===== config.mk =====
export PLATFORM = sky130hd
export DESIGN_NAME = mult_arb
export DESIGN_NICKNAME = d
export VERILOG_FILES = /design/src/rtl/mult_pkg.sv /design/src/rtl/mult_arb_rr_arbiter.sv /design/src/rtl/mult_arb.sv
export SDC_FILE = /design/constraint.sdc
export NUM_CORES = 1
export LEC_CHECK = 0
export CORE_ASPECT_RATIO = 1.5
export CORE_MARGIN = 2
export CORE_UTILIZATION = 44
export CTS_CLUSTER_DIAMETER = 60
export DETAILED_ROUTE_END_ITERATION = 10
export HOLD_SLACK_MARGIN = 0.06
export PLACE_DENSITY = 0.81
export SLEW_MARGIN = 30
export SYNTH_ARGS = -nofsm -noshare
export SYNTH_HDL_FRONTEND = slang
export SYNTH_SLANG_ARGS = --single-unit

===== constraint.sdc =====
create_clock -name clk_i -period 2.07 [get_ports clk_i]
set_clock_uncertainty 0.15 [all_clocks]
set_input_delay 0.207 -clock clk_i [delete_from_list [all_inputs] [get_ports clk_i]]
set_output_delay 0.207 -clock clk_i [all_outputs]
set_load 0.02 [all_outputs]

===== src/rtl/mult_pkg.sv =====
// Shared multiplier constants and arbiter state encoding, used by every
// block that talks to the single mult instance.
package mult_pkg;

  localparam int MULT_A_W = 24;
  localparam int MULT_B_W = 16;
  localparam int MULT_P_W = MULT_A_W + MULT_B_W;

  typedef enum logic [1:0] {
    IDLE  = 2'd0,
    ISSUE = 2'd1,
    BUSY  = 2'd2
  } arb_state_e;

  // Index arithmetic modulo n; both arguments are assumed to be below n.
  function automatic int wrap_add(input int base, input int off, input int n);
    int sum;
    sum = base + off;
    if (sum >= n) begin
      sum = sum - n;
    end else begin
      sum = sum;
    end
    return sum;
  endfunction

endpackage


===== src/rtl/mult_arb_rr_arbiter.sv =====
// Combinational round-robin pick: first pending client at or after rr_ptr,
// wrapping around. The pointer register itself lives in the parent.
module rr_arbiter
  import mult_pkg::*;
#(
  parameter int N_REQ = 3,
  parameter int IDX_W = 2
) (
  input  logic [N_REQ-1:0] pend,
  input  logic [IDX_W-1:0] rr_ptr,
  output logic [N_REQ-1:0] grant_oh,
  output logic [IDX_W-1:0] grant_idx,
  output logic             any
);

  logic [IDX_W-1:0] cand_s;

  // Scan clients starting at the pointer and stop at the first pending one.
  always_comb begin
    grant_oh  = {N_REQ{1'b0}};
    grant_idx = {IDX_W{1'b0}};
    any       = 1'b0;
    cand_s    = {IDX_W{1'b0}};
    for (int off = 0; off < N_REQ; off++) begin
      cand_s = IDX_W'(wrap_add(int'(rr_ptr), off, N_REQ));
      if (!any && pend[cand_s]) begin
        any               = 1'b1;
        grant_idx         = cand_s;
        grant_oh[cand_s]  = 1'b1;
      end else begin
        any = any;
      end
    end
  end

endmodule


===== src/rtl/mult_arb.sv =====
// Shared-multiplier arbiter: captures per-client operand slots, serialises
// them round-robin onto one mult instance and returns each product to the
// client that asked for it.
module mult_arb
  import mult_pkg::*;
#(
  parameter int N_REQ = 3,
  parameter int A_W   = MULT_A_W,
  parameter int B_W   = MULT_B_W,
  parameter int P_W   = MULT_P_W
) (
  input  logic               clk_i,
  input  logic               rst_ni,
  input  logic [N_REQ-1:0]     start_i,
  input  logic [N_REQ*A_W-1:0] op_a_i,
  input  logic [N_REQ*B_W-1:0] op_b_i,
  output logic [N_REQ-1:0]     ready_o,
  output logic [N_REQ*P_W-1:0] prod_o,
  output logic               mult_start_o,
  output logic [A_W-1:0]     mult_a_o,
  output logic [B_W-1:0]     mult_b_o,
  input  logic               mult_ready_i,
  input  logic [P_W-1:0]     mult_prod_i
);

  localparam int IDX_W = (N_REQ > 1) ? $clog2(N_REQ) : 1;

  arb_state_e       state_r;
  logic [N_REQ-1:0] pend_r;
  logic [N_REQ-1:0] ready_r;
  logic [P_W-1:0]   prod_r   [N_REQ];
  logic [A_W-1:0]   slot_a_r [N_REQ];
  logic [B_W-1:0]   slot_b_r [N_REQ];
  logic [IDX_W-1:0] rr_ptr_r;
  logic [IDX_W-1:0] grant_idx_r;
  logic [N_REQ-1:0] grant_oh_r;
  logic             mult_start_r;
  logic [A_W-1:0]   mult_a_r;
  logic [B_W-1:0]   mult_b_r;

  logic [N_REQ-1:0] grant_oh_s;
  logic [IDX_W-1:0] grant_idx_s;
  logic             any_s;
  logic             done_s;

  rr_arbiter #(
    .N_REQ (N_REQ),
    .IDX_W (IDX_W)
  ) u_rr (
    .pend      (pend_r),
    .rr_ptr    (rr_ptr_r),
    .grant_oh  (grant_oh_s),
    .grant_idx (grant_idx_s),
    .any       (any_s)
  );

  // The granted operation finishes when mult reports ready while we wait in BUSY.
  always_comb begin
    done_s = 1'b0;
    if ((state_r == BUSY) && mult_ready_i) begin
      done_s = 1'b1;
    end else begin
      done_s = 1'b0;
    end
  end

  // Operand slots are written only on an accepted start, so later starts while busy cannot disturb them.
  always_ff @(posedge clk_i or negedge rst_ni) begin
    if (!rst_ni) begin
      for (int i = 0; i < N_REQ; i++) begin
        slot_a_r[i] <= {A_W{1'b0}};
        slot_b_r[i] <= {B_W{1'b0}};
      end
    end else begin
      for (int i = 0; i < N_REQ; i++) begin
        if (start_i[i] && ready_r[i]) begin
          slot_a_r[i] <= op_a_i[i*A_W +: A_W];
          slot_b_r[i] <= op_b_i[i*B_W +: B_W];
        end else begin
          slot_a_r[i] <= slot_a_r[i];
          slot_b_r[i] <= slot_b_r[i];
        end
      end
    end
  end

  // Client bookkeeping plus the IDLE/ISSUE/BUSY sequencer driving the mult port.
  always_ff @(posedge clk_i or negedge rst_ni) begin
    if (!rst_ni) begin
      state_r      <= IDLE;
      pend_r       <= {N_REQ{1'b0}};
      ready_r      <= {N_REQ{1'b1}};
      rr_ptr_r     <= {IDX_W{1'b0}};
      grant_idx_r  <= {IDX_W{1'b0}};
      grant_oh_r   <= {N_REQ{1'b0}};
      mult_start_r <= 1'b0;
      mult_a_r     <= {A_W{1'b0}};
      mult_b_r     <= {B_W{1'b0}};
      for (int i = 0; i < N_REQ; i++) begin
        prod_r[i] <= {P_W{1'b0}};
      end
    end else begin
      for (int i = 0; i < N_REQ; i++) begin
        if (done_s && grant_oh_r[i]) begin
          prod_r[i]  <= mult_prod_i;
          pend_r[i]  <= 1'b0;
          ready_r[i] <= 1'b1;
        end else if (start_i[i] && ready_r[i]) begin
          pend_r[i]  <= 1'b1;
          ready_r[i] <= 1'b0;
        end else begin
          pend_r[i]  <= pend_r[i];
          ready_r[i] <= ready_r[i];
        end
      end

      case (state_r)
        IDLE: begin
          if (any_s && mult_ready_i) begin
            grant_idx_r  <= grant_idx_s;
            grant_oh_r   <= grant_oh_s;
            mult_a_r     <= slot_a_r[grant_idx_s];
            mult_b_r     <= slot_b_r[grant_idx_s];
            mult_start_r <= 1'b1;
            state_r      <= ISSUE;
          end else begin
            mult_start_r <= 1'b0;
            state_r      <= IDLE;
          end
        end
        ISSUE: begin
          mult_start_r <= 1'b0;
          state_r      <= BUSY;
        end
        BUSY: begin
          if (mult_ready_i) begin
            rr_ptr_r   <= IDX_W'(wrap_add(int'(grant_idx_r), 1, N_REQ));
            grant_oh_r <= {N_REQ{1'b0}};
            state_r    <= IDLE;
          end else begin
            state_r <= BUSY;
          end
        end
        default: begin
          mult_start_r <= 1'b0;
          state_r      <= IDLE;
        end
      endcase
    end
  end

  assign ready_o      = ready_r;
  assign mult_start_o = mult_start_r;
  assign mult_a_o     = mult_a_r;
  assign mult_b_o     = mult_b_r;

  for (genvar g = 0; g < N_REQ; g++) begin : g_prod
    assign prod_o[g*P_W +: P_W] = prod_r[g];
  end

endmodule

Word level (Yosys, flattened, before mapping)
Index checks and enable logic that the tools add are counted.
{"block": "totals", "register_bits": 296, "inputBits": 166, "out_inout_bits": 164, "wordCells": 122}
{"block": "op_classes", "n_addsub": 7, "n_lt_le_gt_ge": 11, "eq_ne": 4, "mux": 52, "bitwise_logic": 3, "n_reduce_logical": 23}
{"op": "24-bit binary-select mux with 2-bit select", "n": 1}
{"op": "24-bit two-way mux", "n": 2}
{"op": "16-bit binary-select mux with 2-bit select", "n": 1}
{"op": "16-bit two-way mux", "n": 2}
{"op": "1-bit two-way mux", "n": 24}
{"op": "2-bit two-way mux", "n": 8}
{"op": "3-bit two-way mux", "n": 5}
{"op": "1-bit logical AND", "n": 13}
{"op": "3-bit by 2-bit greater-or-equal comparator with 1-bit output, second input constant", "n": 3}
{"op": "2-bit by 3-bit less-than comparator with 1-bit output, second input constant", "n": 3}
{"op": "2-bit nonzero test", "n": 4}
{"op": "2-bit by 1-bit adder with 3-bit output, second input constant", "n": 2}
{"op": "1-bit binary-select mux with 2-bit select", "n": 3}
{"op": "1-bit demux with 2-bit select", "n": 3}
{"op": "2-bit by 1-bit greater-or-equal comparator with 1-bit output, second input constant", "n": 3}
{"op": "3-bit OR", "n": 2}
{"op": "2-bit case mux with 3 select lines", "n": 1}
{"op": "3-bit case mux with 2 select lines", "n": 1}
{"op": "2-bit inequality test, second input constant", "n": 2}
{"op": "2-bit AND reduction", "n": 2}
{"op": "2-bit by 1-bit subtractor with 2-bit output, second input constant", "n": 2}
{"op": "2-bit subtractor, second input constant", "n": 2}
{"op": "2-bit by 2-bit adder with 3-bit output, second input constant", "n": 1}
{"op": "3-bit greater-or-equal comparator, second input constant", "n": 1}
{"op": "8 further kinds", "n": 9}

Depth between registers and ports, before layout
{"block": "depth", "ltp_word": 15, "mapped_depth": 10, "mapped_depth_nobuf": 8}

Modules after synthesis
A second synthesis with hierarchy kept.
{"block": "unflattened", "cells_unflattened": 826, "area_unflattened_um2": 12747.2}
{"module": "mult_arb", "instances": 1, "cells_each": 785, "area_each_um2": 12465.7, "seq_area_each_um2": 7410.9}
{"module": "rr_arbiter", "instances": 1, "cells_each": 41, "area_each_um2": 281.5, "seq_area_each_um2": 0.0}

Worst setup path after synthesis
Ideal clock, no wire load.
{"block": "synth_path", "path_type": "register -> register", "from": "register rr_ptr_r[0]", "to": "register mult_b_r[15], in the netlist mult_b_o[15]", "setup_time_ns": 0.134, "t_arrival_ns": 1.894, "required_time_ns": 1.786, "path_slack_ns": -0.108, "stages_incl_launch_ff": 9, "path_buffers": 2, "path_cell_list": "dfrtp_1 > inv_1 > ha_1 > clkbuf_1 > or3_1 > a32oi_1 > o21a_2 > buf_6 > a221oi_2"}
{"block": "synth_via", "elab_chain_len": 15}
{"item": "from (decl)", "line": "mult_arb.sv:34", "text": "logic [IDX_W-1:0] rr_ptr_r;"}
{"item": "from (signal assigned)", "line": "mult_arb.sv:93", "text": "rr_ptr_r <= {IDX_W{1'b0}};"}
{"item": "from (signal assigned)", "line": "mult_arb.sv:137", "text": "rr_ptr_r <= IDX_W'(wrap_add(int'(grant_idx_r), 1, N_REQ));"}
{"item": "branches (longest 15 deep; another with 2-bit by 1-bit adder with 3-bit output)"}
{"item": "to (signal assigned)", "line": "mult_arb.sv:98", "text": "mult_b_r <= {B_W{1'b0}};"}
{"item": "to (signal assigned)", "line": "mult_arb.sv:123", "text": "mult_b_r <= slot_b_r[grant_idx_s];"}
{"item": "to (decl)", "line": "mult_arb.sv:39", "text": "logic [B_W-1:0] mult_b_r;"}
Parallel ways; which one is timed is not known. The select of a mux whose other input is x is not followed.
A chain may end at the register's enable or synchronous reset.

Worst setup path in the final report
{"block": "layout_path", "from": "register rr_ptr_r[0]", "to": "register mult_b_r[6], in the netlist mult_b_o[6]"}
The elaborated chain is that of the path after synthesis.

==> key figures <==
Clocking
  – Inserted Clock Buffers: 30
  – Clk buf depth: 3
  – CTS tree: built
  – Clock slew at the register clock pins of the worst setup and hold paths: 0.07 ns
  – Worst-Skew Late Latency: ~0.57 ns
  – CTS Root Cell: clkbuf_16
  – Number of H-tree levels: 1
  – Clk sinks: 296

Worst setup path
  – Crit Path Category: reg -> reg
  – CP cell instances: inv_2 > ha_4 > buf_6 > nand2b_1 > a21o_1 > o21ai_4 > buf_12 > mux2i_2 > a221oi_2
  – Max FO, Critical Path: 19
  – Largest stage delay, worst path: approximately 0.43 ns
  – Reg2reg start: rr_ptr_r[0]
  – Crit-path slowest cell: dfrtp_1
  – WP data required: between 2 and 2.5 ns
  – Startpoint Class: flip-flop
  – R2r setup slk: -0.20 ns
  – Worst endpoint data arrival time: approximately 2.6 ns
  – Worst reg2reg path endpoint: mult_b_o[6]
  – Element type at the critical path end: flip-flop
  – FF-to-FF path depth: 9

Power and ir drop
  – Sequential Power Share: a little under a third
  – Int Power: between 20 and 25 mW
  – Power Total: 32.4 mW
  – Peak supply drop: approximately 1.0 mV
  – Clk network pwr share: between 15 and 20%
  – Leakage: ~8.1 nW
  – Power Density: around 1800 nW/um^2
  – Switching Fraction: 36.2%
  – Gate power share: 49.9%
  – Psw: 11.7 mW

Routing
  – Post-DR vias/cell: between 5 and 6
  – Total number of vias: between 8000 and 9000
  – Post-route ant nets: 0
  – TritonRoute pass-1 iters: 4
  – Residual DRC: 0
  – Total wire length: 33.6 mm
  – Initial DRC count: between 300 and 400
  – Per-cell routed wire length: around 21 um

Placed design
  – DP HPWL: 22.5 mm
  – Dpl ws: -0.192 ns
  – GP Congestion: 0.845
  – I/O Buffers: roughly 330

GRT
  – Total GRT Usage: 22.0%
  – Largest net degree at the start of global routing: 54
  – Vias in the first global route: between 9000 and 10000
  – Initial antenna violation count: 2
  – Global-route wire length before repair: 51.4 mm
  – Total grt overflow: 0

Timing
  – Crit path time final: between 2 and 2.5 ns
  – Max-slew violation count: 0
  – Max Freq: roughly 440 MHz
  – RSZ-0062 raised after global routing: yes
  – Fin worst setup slack: -0.199 ns
  – Final Hold Vio Count: 0
  – Worst slew pin tran: roughly 0.50 ns
  – Worst slew margin: roughly two thirds
  – Setup Viol. Count Final: 44
  – Period utilisation layout: 110%

Min path
  – Worst hold start: op_a_i[61]
  – HP Class: in -> reg
  – Cells on Worst Hold Path: 2
  – Worst hold endpoint: slot_a_r[13]

Yosys
  – Yosys reg bits: 296
  – Gate Count Post-Synth: 849
  – Area share of the leading cell type in the synthesized netlist: around three fifths
  – Synth top area cells: dfrtp_1 59%, mux2_2 19%, a221oi_2 4.8%, mux2i_1 3.3%, mux2_1 2.4%
  – Netlist cell types: 48
  – Post-synth EDFFs: 0
  – Seq/Total Area, Yosys: 59.4%
  – Post-Syn Area per Cell: 14.7 sq um
  – Syn nets: 1020
  – Synth Flop Type: dfrtp_1
  – Synth warnings: 0
  – Cell taking the most area after synthesis: dfrtp_1
  – Synth async-reset ratio: between 90% and 100%
  – Synthesized area: roughly 12000 sq um

Layout
  – Seq. cell area: 7410 sq um
  – Nets@finish: 1402
  – Layout area overhead: 45.4%
  – Share of cells above drive strength 1: about a third
  – Multi-input gate area: 4800 sq um
  – Fillers: 2033

Floorplan
  – Die area: just under 30000 sq um
  – Starting density of the core: between 40% and 50%
  – Die width: approximately 140 um
  – Core box area: approximately 28000 sq um
  – Die height: roughly 210 um
  – Num rows: 75
  – I/O pin count: 330

Status
  – Failing checks: setup timing
  – Status: complete, but fails checks

Run
  – Number of max-cap violations: 0
## worst max-delay path, delay by kind of cell (launching register included)
family | cells | cell delay [ns]
AOI/OAI and AO/OA | 3 | 0.46
buffers and inverters | 3 | 0.46
DFF | 1 | 0.43
muxes | 1 | 0.29
adders and majority gates | 1 | 0.20
and+or+nand+nor | 1 | 0.13
## layer usage
layer  track usage [%]  vias to the layer above  part of all wire [%]
met5                 0                        -                     0
met4              8.59                        0                   3.3
met3              5.77                       74                   7.1
met2              40.4                      294                    53
met1              24.2                     4328                    37
li1                  -                     3808                     -
## cell usage after synthesis (2+ instances only)
cell	count
a21oi_1	49
buf_4	2
a21bo_2	2
a31o_1	2
a21o_1	4
dfrtp_1	293
buf_6	13
buf_2	19
a221oi_2	40
nand2_1	19
clkbuf_1	17
o21ai_0	6
dfstp_2	3
nand3_1	5
a31oi_1	3
nand2b_1	5
inv_1	48
inv_2	2
mux2_2	216
nand4_1	2
mux2i_1	41
nor2_1	2
ha_1	5
mux2_1	27
## through the flow
step                hold slack (ns)  std cells  utilization (%)  instance area (sq um)  TNS, ns
floorplan                    -0.239        849                -                  12500   -0.605
global placement             0.0260       1525             59.3                  16600    -3.57
detailed placement           0.0271       1525             59.3                  16600    -5.36
CTS                          0.0761       1594             64.1                  17900    -4.89
global route                 0.0891       1603             64.9                  18200    -9.53
finish                       0.0959       1603             64.9                  18200    -7.31
## placed cells by master (no fill, tap or decap), drive strengths merged, types with 2 or more instances in the layout
cell / netlist / layout
dlygate4sd2: 0 / 3
nor2: 2 / 2
dfstp: 3 / 3
clkinv: 0 / 6
a21o: 4 / 4
a31o: 2 / 2
a21bo: 2 / 2
inv: 50 / 51
mux2: 244 / 244
nand3: 5 / 5
a31oi: 3 / 3
nand4: 3 / 3
nand2b: 5 / 5
ha: 5 / 5
dlygate4sd3: 0 / 2
bufinv: 0 / 6
and2: 2 / 2
nand2: 21 / 21
nand3b: 2 / 2
mux2i: 42 / 42
buf: 34 / 69
o21ai: 7 / 7
nor3: 2 / 2
clkinvlp: 0 / 3
clkdlybuf4s50: 0 / 325
diode: 0 / 2
a21oi: 49 / 49
a221oi: 40 / 40
dfrtp: 293 / 293
clkbuf: 17 / 42
## registers in the layout, summed over array words and instances, names as in the netlist
register and count:
grant_idx_r 2, grant_oh_r 3, mult_a_o 24, mult_b_o 16, mult_start_o 1, pend_r 3
prod_o 120, ready_o 3, rr_ptr_r 2, slot_a_r 72, slot_b_r 48, state_r 2
## kinds of logic after synthesis
group                      share of synthesized area, %
AOI/OAI and AO/OA                                  8.51
adders and majority gates                         0.501
buffers and inverters                              4.07
DFF                                                59.4
muxes                                              25.5
and+or+nand+nor                                    2.04
## power by group through the flow
stage	sequential (mW)	combinational, mW	clock (mW)
3_3_place_gp	10.2	14.4	0
2_1_floorplan	11.8	7.18	0
3_5_place_dp	10.3	14.8	0
6_report	10.3	16.2	5.93
4_1_cts	10.3	15.6	6.07
5_1_grt	10.6	17.1	6.32
## layout make-up
type,count,area share (%)
diodes,2,0.0276
clock buffers,40,4.68
clock inverters,16,1.37
inverters,50,1.05
multi-input cells,452,26.5
flip-flops and latches,296,40.8
well taps,346,2.38
repair buffers,401,23.2
## worst max path at each step
stage	startpoint	to	slack [ns]	depth (start not counted)
floorplan	rr_ptr_r[1]	mult_a_o[22]	-0.04	9
finish	rr_ptr_r[0]	mult_b_o[6]	-0.20	9
global route	rr_ptr_r[1]	mult_b_o[6]	-0.26	9
detailed placement	rr_ptr_r[0]	mult_b_o[6]	-0.19	7
CTS	rr_ptr_r[1]	mult_b_o[8]	-0.16	9
global placement	rr_ptr_r[0]	mult_b_o[6]	-0.11	7
## timing repair
action,in CTS,in global routing
endpoints found under the hold margin,293,0
pin swaps,0,27
setup buffers,8,7
gates resized for setup,23,30
hold buffers,2,0
setup endpoints to repair,46,45
cloned,3,2
No activity file was read; power rests on OpenSTA's default activity.
